### src/rtl/lud_ctrl_pkg.sv
// ---------------------------------------------------------------------------
// lud_ctrl_pkg
// Shared definitions for the LUD control-word sequencer:
//   - default BRAM address width and control-word width
//   - index of the "complete" bit inside a control word
//   - FSM state encoding (also exported on debug_state)
// ---------------------------------------------------------------------------
package lud_ctrl_pkg;

    localparam int DEF_ADDR_WIDTH = 12;
    localparam int DEF_CTRL_WIDTH = 72;

    // A control word with this bit set is the last word of a program.
    localparam int COMPLETE_BIT = 0;

    typedef enum logic [2:0] {
        ST_IDLE  = 3'd0,
        ST_FETCH = 3'd1,
        ST_RUN   = 3'd2,
        ST_HOLD  = 3'd3,
        ST_DONE  = 3'd4
    } state_t;

endpackage

### src/rtl/ctrl_bram_mux.sv
// ---------------------------------------------------------------------------
// ctrl_bram_mux
// Steers the single BRAM port between the host load port and the sequencer.
// The sequencer only ever reads, so its write data and write enable are
// tied off here; a host write can never reach the BRAM unless i_sel is high.
//
// Ports:
//   i_sel          1 = host owns the BRAM, 0 = sequencer owns it
//   i_host_addr/din/en/we   host load port
//   o_host_dout    BRAM read data returned to the host
//   i_seq_addr/en  sequencer read request
//   o_bram_addr/din/en/we   BRAM port
//   i_bram_dout    BRAM read data
// ---------------------------------------------------------------------------
module ctrl_bram_mux
    import lud_ctrl_pkg::*;
#(
    parameter int ADDR_WIDTH = DEF_ADDR_WIDTH,
    parameter int CTRL_WIDTH = DEF_CTRL_WIDTH
) (
    input  logic                  i_sel,
    input  logic [ADDR_WIDTH-1:0] i_host_addr,
    input  logic [CTRL_WIDTH-1:0] i_host_din,
    input  logic                  i_host_en,
    input  logic                  i_host_we,
    output logic [CTRL_WIDTH-1:0] o_host_dout,
    input  logic [ADDR_WIDTH-1:0] i_seq_addr,
    input  logic                  i_seq_en,
    output logic [ADDR_WIDTH-1:0] o_bram_addr,
    output logic [CTRL_WIDTH-1:0] o_bram_din,
    output logic                  o_bram_en,
    output logic                  o_bram_we,
    input  logic [CTRL_WIDTH-1:0] i_bram_dout
);

    always_comb begin
        if (i_sel) begin
            o_bram_addr = i_host_addr;
            o_bram_din  = i_host_din;
            o_bram_en   = i_host_en;
            o_bram_we   = i_host_en & i_host_we;
        end else begin
            o_bram_addr = i_seq_addr;
            o_bram_din  = '0;
            o_bram_en   = i_seq_en;
            o_bram_we   = 1'b0;
        end
    end

    assign o_host_dout = i_bram_dout;

endmodule

### src/rtl/lud_ctrl_sequencer.sv
// ---------------------------------------------------------------------------
// lud_ctrl_sequencer
// Streams control words out of a BRAM to a datapath. The host loads the BRAM
// while the sequencer is idle or done; a run starts when START rises and
// issues words from address 0 upward until a word with the complete bit set
// is issued, or the last BRAM address has been issued (ERROR).
//
// Ports:
//   CLK_100, RST        clock, asynchronous active-low reset
//   START               run request, held high by the host for the whole run
//   STALL               datapath backpressure, freezes word issue
//   COMPLETED           low only while a run is in progress
//   ERROR               last run ended by address exhaustion
//   CTRL_SIGNAL/VALID   issued control word (zero when not valid)
//   WORD_COUNT          words issued in the current or last run
//   host_*              host load port (ignored while a run is active)
//   host_grant          the host owns the BRAM this cycle
//   bram_*              single BRAM port, 1-cycle read latency
//   debug_state         current FSM state
//
// Handshake: a word is transferred on every cycle where CTRL_VALID=1. The
// datapath may refuse the word on offer by raising STALL; CTRL_VALID then
// drops in that same cycle and the identical word is offered again once
// STALL falls. No word is ever offered twice after it has been accepted.
// ---------------------------------------------------------------------------
module lud_ctrl_sequencer
    import lud_ctrl_pkg::*;
#(
    parameter int ADDR_WIDTH = DEF_ADDR_WIDTH,
    parameter int CTRL_WIDTH = DEF_CTRL_WIDTH
) (
    input  logic                  CLK_100,
    input  logic                  RST,
    input  logic                  START,
    input  logic                  STALL,
    output logic                  COMPLETED,
    output logic                  ERROR,
    output logic [CTRL_WIDTH-1:0] CTRL_SIGNAL,
    output logic                  CTRL_VALID,
    output logic [ADDR_WIDTH-1:0] WORD_COUNT,
    input  logic [ADDR_WIDTH-1:0] host_addr,
    input  logic [CTRL_WIDTH-1:0] host_din,
    input  logic                  host_en,
    input  logic                  host_we,
    output logic [CTRL_WIDTH-1:0] host_dout,
    output logic                  host_grant,
    output logic [ADDR_WIDTH-1:0] bram_addr,
    output logic [CTRL_WIDTH-1:0] bram_din,
    output logic                  bram_en,
    output logic                  bram_we,
    input  logic [CTRL_WIDTH-1:0] bram_dout,
    output logic [2:0]            debug_state
);

    localparam logic [ADDR_WIDTH-1:0] ADDR_MAX = {ADDR_WIDTH{1'b1}};
    localparam logic [ADDR_WIDTH-1:0] ADDR_ONE = ADDR_WIDTH'(1);

    state_t                r_state;
    state_t                w_next_state;
    logic [ADDR_WIDTH-1:0] r_addr;
    logic [ADDR_WIDTH-1:0] w_next_addr;
    logic [ADDR_WIDTH-1:0] r_word_count;
    logic [ADDR_WIDTH-1:0] w_next_count;
    logic                  r_error;
    logic                  w_next_error;
    // Set when the word now on bram_dout was read from ADDR_MAX; issuing it
    // without the complete bit ends the run with ERROR instead of wrapping.
    logic                  r_last_addr;
    logic                  w_next_last;

    logic                  w_issue;
    logic                  w_seq_en;
    logic [ADDR_WIDTH-1:0] w_seq_addr;
    logic                  w_host_grant;

    // -----------------------------------------------------------------------
    // State register
    // -----------------------------------------------------------------------
    always_ff @(posedge CLK_100 or negedge RST) begin
        if (!RST) begin
            r_state      <= ST_IDLE;
            r_addr       <= '0;
            r_word_count <= '0;
            r_error      <= 1'b0;
            r_last_addr  <= 1'b0;
        end else begin
            r_state      <= w_next_state;
            r_addr       <= w_next_addr;
            r_word_count <= w_next_count;
            r_error      <= w_next_error;
            r_last_addr  <= w_next_last;
        end
    end

    // -----------------------------------------------------------------------
    // Next-state and sequencer read logic
    // -----------------------------------------------------------------------
    always_comb begin
        w_next_state = r_state;
        w_next_addr  = r_addr;
        w_next_count = r_word_count;
        w_next_error = r_error;
        w_next_last  = r_last_addr;
        w_issue      = 1'b0;
        w_seq_en     = 1'b0;
        w_seq_addr   = r_addr;

        case (r_state)
            ST_IDLE: begin
                if (START) begin
                    w_next_state = ST_FETCH;
                    w_next_error = 1'b0;
                end
            end

            ST_FETCH: begin
                if (!START) begin
                    w_next_state = ST_IDLE;
                    w_next_error = 1'b0;
                end else begin
                    // Prime the BRAM pipeline with word 0.
                    w_seq_en     = 1'b1;
                    w_seq_addr   = '0;
                    w_next_addr  = ADDR_ONE;
                    w_next_count = '0;
                    w_next_last  = 1'b0;
                    w_next_state = ST_RUN;
                end
            end

            ST_RUN, ST_HOLD: begin
                if (!START) begin
                    // Abort wins over everything, so nothing is issued.
                    w_next_state = ST_IDLE;
                    w_next_error = 1'b0;
                end else if (STALL) begin
                    // BRAM is disabled, so bram_dout keeps the pending word.
                    w_next_state = ST_HOLD;
                end else begin
                    w_issue      = 1'b1;
                    w_next_count = r_word_count + ADDR_ONE;
                    if (bram_dout[COMPLETE_BIT]) begin
                        w_next_state = ST_DONE;
                    end else if (r_last_addr) begin
                        w_next_state = ST_DONE;
                        w_next_error = 1'b1;
                    end else begin
                        w_seq_en     = 1'b1;
                        w_seq_addr   = r_addr;
                        w_next_last  = (r_addr == ADDR_MAX);
                        // Hold at the top address rather than wrap to 0.
                        if (r_addr != ADDR_MAX) begin
                            w_next_addr = r_addr + ADDR_ONE;
                        end
                        w_next_state = ST_RUN;
                    end
                end
            end

            ST_DONE: begin
                if (!START) begin
                    w_next_state = ST_IDLE;
                end
            end

            default: begin
                w_next_state = ST_IDLE;
            end
        endcase
    end

    // -----------------------------------------------------------------------
    // Outputs
    // -----------------------------------------------------------------------
    // RST gates the grant so the host cannot touch the BRAM during reset.
    assign w_host_grant = RST & ((r_state == ST_IDLE) || (r_state == ST_DONE));

    assign host_grant  = w_host_grant;
    assign CTRL_VALID  = w_issue;
    assign CTRL_SIGNAL = w_issue ? bram_dout : '0;
    assign COMPLETED   = !((r_state == ST_FETCH) || (r_state == ST_RUN) ||
                           (r_state == ST_HOLD));
    assign ERROR       = r_error;
    // Width follows the address bus, so a run using every address of the
    // BRAM reports a count that has wrapped to 0.
    assign WORD_COUNT  = r_word_count;
    assign debug_state = r_state;

    ctrl_bram_mux #(
        .ADDR_WIDTH (ADDR_WIDTH),
        .CTRL_WIDTH (CTRL_WIDTH)
    ) u_bram_mux (
        .i_sel       (w_host_grant),
        .i_host_addr (host_addr),
        .i_host_din  (host_din),
        .i_host_en   (host_en),
        .i_host_we   (host_we),
        .o_host_dout (host_dout),
        .i_seq_addr  (w_seq_addr),
        .i_seq_en    (w_seq_en),
        .o_bram_addr (bram_addr),
        .o_bram_din  (bram_din),
        .o_bram_en   (bram_en),
        .o_bram_we   (bram_we),
        .i_bram_dout (bram_dout)
    );

endmodule

### config.mk
export PLATFORM = sky130hd
export DESIGN_NAME = lud_ctrl_sequencer
export DESIGN_NICKNAME = d
export VERILOG_FILES = /design/src/rtl/lud_ctrl_pkg.sv /design/src/rtl/ctrl_bram_mux.sv /design/src/rtl/lud_ctrl_sequencer.sv
export SDC_FILE = /design/constraint.sdc
export NUM_CORES = 1
export LEC_CHECK = 0
export CELL_PAD_IN_SITES_DETAIL_PLACEMENT = 0
export CELL_PAD_IN_SITES_GLOBAL_PLACEMENT = 1
export CORE_AREA = 2 2 159 161
export CTS_BUF_LIST = sky130_fd_sc_hd__clkbuf_4 sky130_fd_sc_hd__clkbuf_8 sky130_fd_sc_hd__clkbuf_16
export DETAILED_ROUTE_END_ITERATION = 10
export DIE_AREA = 0 0 161 163
export PLACE_DENSITY = 0.67
export SLEW_MARGIN = 5
export SYNTH_ARGS = -nofsm -noshare
export SYNTH_HDL_FRONTEND = slang
export SYNTH_SLANG_ARGS = --single-unit
### constraint.sdc
create_clock -name CLK_100 -period 2.8 [get_ports CLK_100]
set_input_delay 0.56 -clock CLK_100 [delete_from_list [all_inputs] [get_ports CLK_100]]
set_output_delay 0.56 -clock CLK_100 [all_outputs]
set_load 0.1 [all_outputs]
==> results of run 1 <==
## layer usage
layer / GRT usage, % / share of wire (%) / vias to the layer above
met5: 0 / 0 / -
met4: 2.15 / 0.68 / 0
met3: 2.95 / 7.0 / 6
met2: 22.3 / 51 / 211
met1: 16.7 / 41 / 2036
li1: - / - / 2135
## flip-flops by register name, indices dropped and copies added (netlist names)
signal / cells
debug_state: 3
r_last_addr: 1
r_addr: 12
ERROR: 1
WORD_COUNT: 12
## placed cells by master (no fill, tap or decap), types with 6 or more instances in the layout
cell,netlist,routed
mux2i_1,7,7
buf_4,78,69
o22ai_1,6,6
nand2b_1,9,9
clkdlybuf4s50_1,0,160
and3_1,76,75
a21oi_1,6,6
nand3_1,9,9
inv_1,8,8
buf_12,0,196
dfrtp_1,29,26
and2_4,0,9
nor2_1,13,11
a22o_2,0,10
nand4_1,7,7
and2_2,0,63
nand2_1,20,20
## synth_stat cells (3+ instances only)
cell type	number
dfrtp_1	29
buf_2	7
or3_1	3
nor2_1	13
a221o_1	4
nand4_1	7
inv_1	8
and4_1	5
nand2b_1	9
o21ai_0	4
nand3_1	9
and3_1	76
mux2i_1	7
a21oi_1	6
buf_4	78
and2_1	75
nor2b_1	3
nand2_1	20
a22o_1	15
buf_6	3
clkbuf_1	22
o22ai_1	6
a221oi_1	4
a211oi_1	4
## cells by family (layout without fill, tap and decap cells)
| kind of cell | count (synthesis) | in the layout | share of synthesized area [%] |
|---|---|---|---|
| AOI/OAI and AO/OA | 52 | 52 | 11.4 |
| xor gates and xnor gates | 1 | 1 | 0.254 |
| adders and majority gates | 2 | 2 | 0.726 |
| buffers and inverters | 118 | 442 | 22.3 |
| DFF | 29 | 29 | 21.1 |
| muxes | 9 | 9 | 2.69 |
| and+or+nand+nor | 234 | 234 | 41.6 |
## critical path: stages
cell	delay [ns]
clkdlybuf4s50_1	0.62
nand2_1	0.16
nor2_4	0.17
buf_12	0.21
and2_2	0.21
buf_12	0.17
## where the power goes
group	internal, mW	switching, mW	leakage, nW
combinational	1.17	2.30	3.71
sequential	0.443	0.0418	0.393
clock	0.358	0.173	0.0754
## final timing paths
path                             start               to  slack (ns)  cells past startpoint
max                              START  CTRL_SIGNAL[41]        0.09                      6
min                                RST        r_addr[6]        0.16                      1
max reg2reg                  r_addr[0]        r_addr[0]        0.84                      5
min reg2reg                r_last_addr      r_last_addr        0.50                      1
max in group asynchronous          RST    WORD_COUNT[9]        1.74                      3
min in group CLK_100       r_last_addr      r_last_addr        0.50                      1
## metrics by stage
step / hold WS (ns) / cells / setup slack, ns / power (mW)
floorplan: 0.264 / 445 / 0.0540 / 2.70
global placement: 0.454 / 1091 / 0.127 / 3.98
detailed placement: 0.457 / 1091 / 0.0994 / 3.98
CTS: 0.174 / 1099 / 0.0899 / 4.52
global route: 0.183 / 1099 / 0.000000222 / 4.62
finish: 0.160 / 1099 / 0.0911 / 4.48
## layout make-up
type / count / area, sq um / share of cell area [%]
sequential: 29 / 729 / 7.70
tap: 330 / 413 / 4.36
clock buffer: 8 / 148 / 1.56
multi-input combinational: 298 / 2100 / 22.2
timing repair buffer: 426 / 6050 / 63.9
inverter: 8 / 30.0 / 0.317
==> results.md, run 1 <==
* Sum of negative setup slack at 0 ns
* Placer Congestion at 0.756
* Remaining DRCs at 0
* Synth Register Bits at 29
* Final #Nets at 932
* # setup viols final at 0
* Post-Synthesis Cells at 445
* Iteration-0 DRC Markers at 150
* Final Cell Area at 9470 sq um
* Top FF cell, synth: dfrtp_1
* RSZ-0062 raised after global routing: no
* Post-synth EDFFs at 0
* Area Growth Syn to Fin at 175%
* CTS buffer count at 5
* Syn avg cell area at 7.74 sq um
* Top cells by area, synth: dfrtp_1, buf_4, and3_1
* Max Cap Viol at 0
* Clock sink count at 29
* Vias in the first global route at 4324
* Clock transition at path regs at 0.05 ns
* Core Area at 24700 sq um
* Fmax at 369 MHz
* Cell variety after synth at 48
* Worst setup EP type: primary output
* Seq/Total Area, Yosys at 21.1%
* DR vias/cell at 3.99
* Gr ovfl total at 0
* Slew @ Worst Pin at 0.579 ns
* Die area at 26200 sq um
* Die height at 163 microns
* Synth Net Count at 609
* Startpoint Class: input pin
* Dpl cell area at 9320 sq um
* Crit Path Max Fanout at 45
* CP arrival at 2.15 ns
* Ratio of final minimum period to clock period at 96.7%
* Vias at 4388
* Status: finished, final reports clean
* Clk buf depth at 2
* Layout fillers at 2418
* Leakage at 4.18 nW
* CTS tree: built
* Antenna Nets Post-Route at 0
* Share of cells above drive strength 1 at 48.1%
* Syn Std Cell Area at 3450 sq um
* Diode count at 0
* Synth area leader: dfrtp_1
* # hold bufs at CTS at 0
* Final wirelength at 18.6 mm
* Ys async rst share at 100%
* Worst vdd ir at 0.000272 V
* Clock root buffer: clkbuf_16
* Antenna violations before repair at 0
* Final core utilization at 38.4%
* PD cells at 474 nW/um^2
* TritonRoute pass-1 iters at 4
* Initial Utilization at 14.0%
* Pin count of the biggest net entering global routing at 65
* FP Rows at 58
* Port Buf Inserts at 410
* Critical path data required time at 2.24 ns
* Post-CTS Setup Bufs at 0
* CTS H-tree lvls at 2
* Die Wd at 161 microns
* Fin crit period at 2.71 ns
* GRT Resource Usage Total at 12.9%
* Skew final at 0.00586 ns
* Worst skew pair latency at 0.27 ns
* Final Hold Vio Count at 0
* Detailed placement HPWL at 15.9 mm
* Worst slew margin at 61.3%
* Share of the synthesized area in the top cell type at 21.1%
* Fin. max-slew vios at 0
* Crit Path Class: in2out
* WL per Instance at 16.9 microns
* I/O pins at 411
* First-pass GRT wire length at 26.5 mm
* Hold Crit Class: in2async
* Post-CTS Resized at 0
* Ys Warns at 0
No activity file was read; power rests on OpenSTA's default activity.
==> run 2: changes to the inputs <==
--- a/config.mk
+++ b/config.mk
@@ -5,6 +5,7 @@
 export SDC_FILE = /design/constraint.sdc
 export NUM_CORES = 1
 export LEC_CHECK = 0
+export CAP_MARGIN = 20
 export CELL_PAD_IN_SITES_DETAIL_PLACEMENT = 0
 export CELL_PAD_IN_SITES_GLOBAL_PLACEMENT = 1
 export CORE_AREA = 2 2 159 161
==> results of run 2 <==
The final DEF is identical to that of run 1; final timing and power are the same.
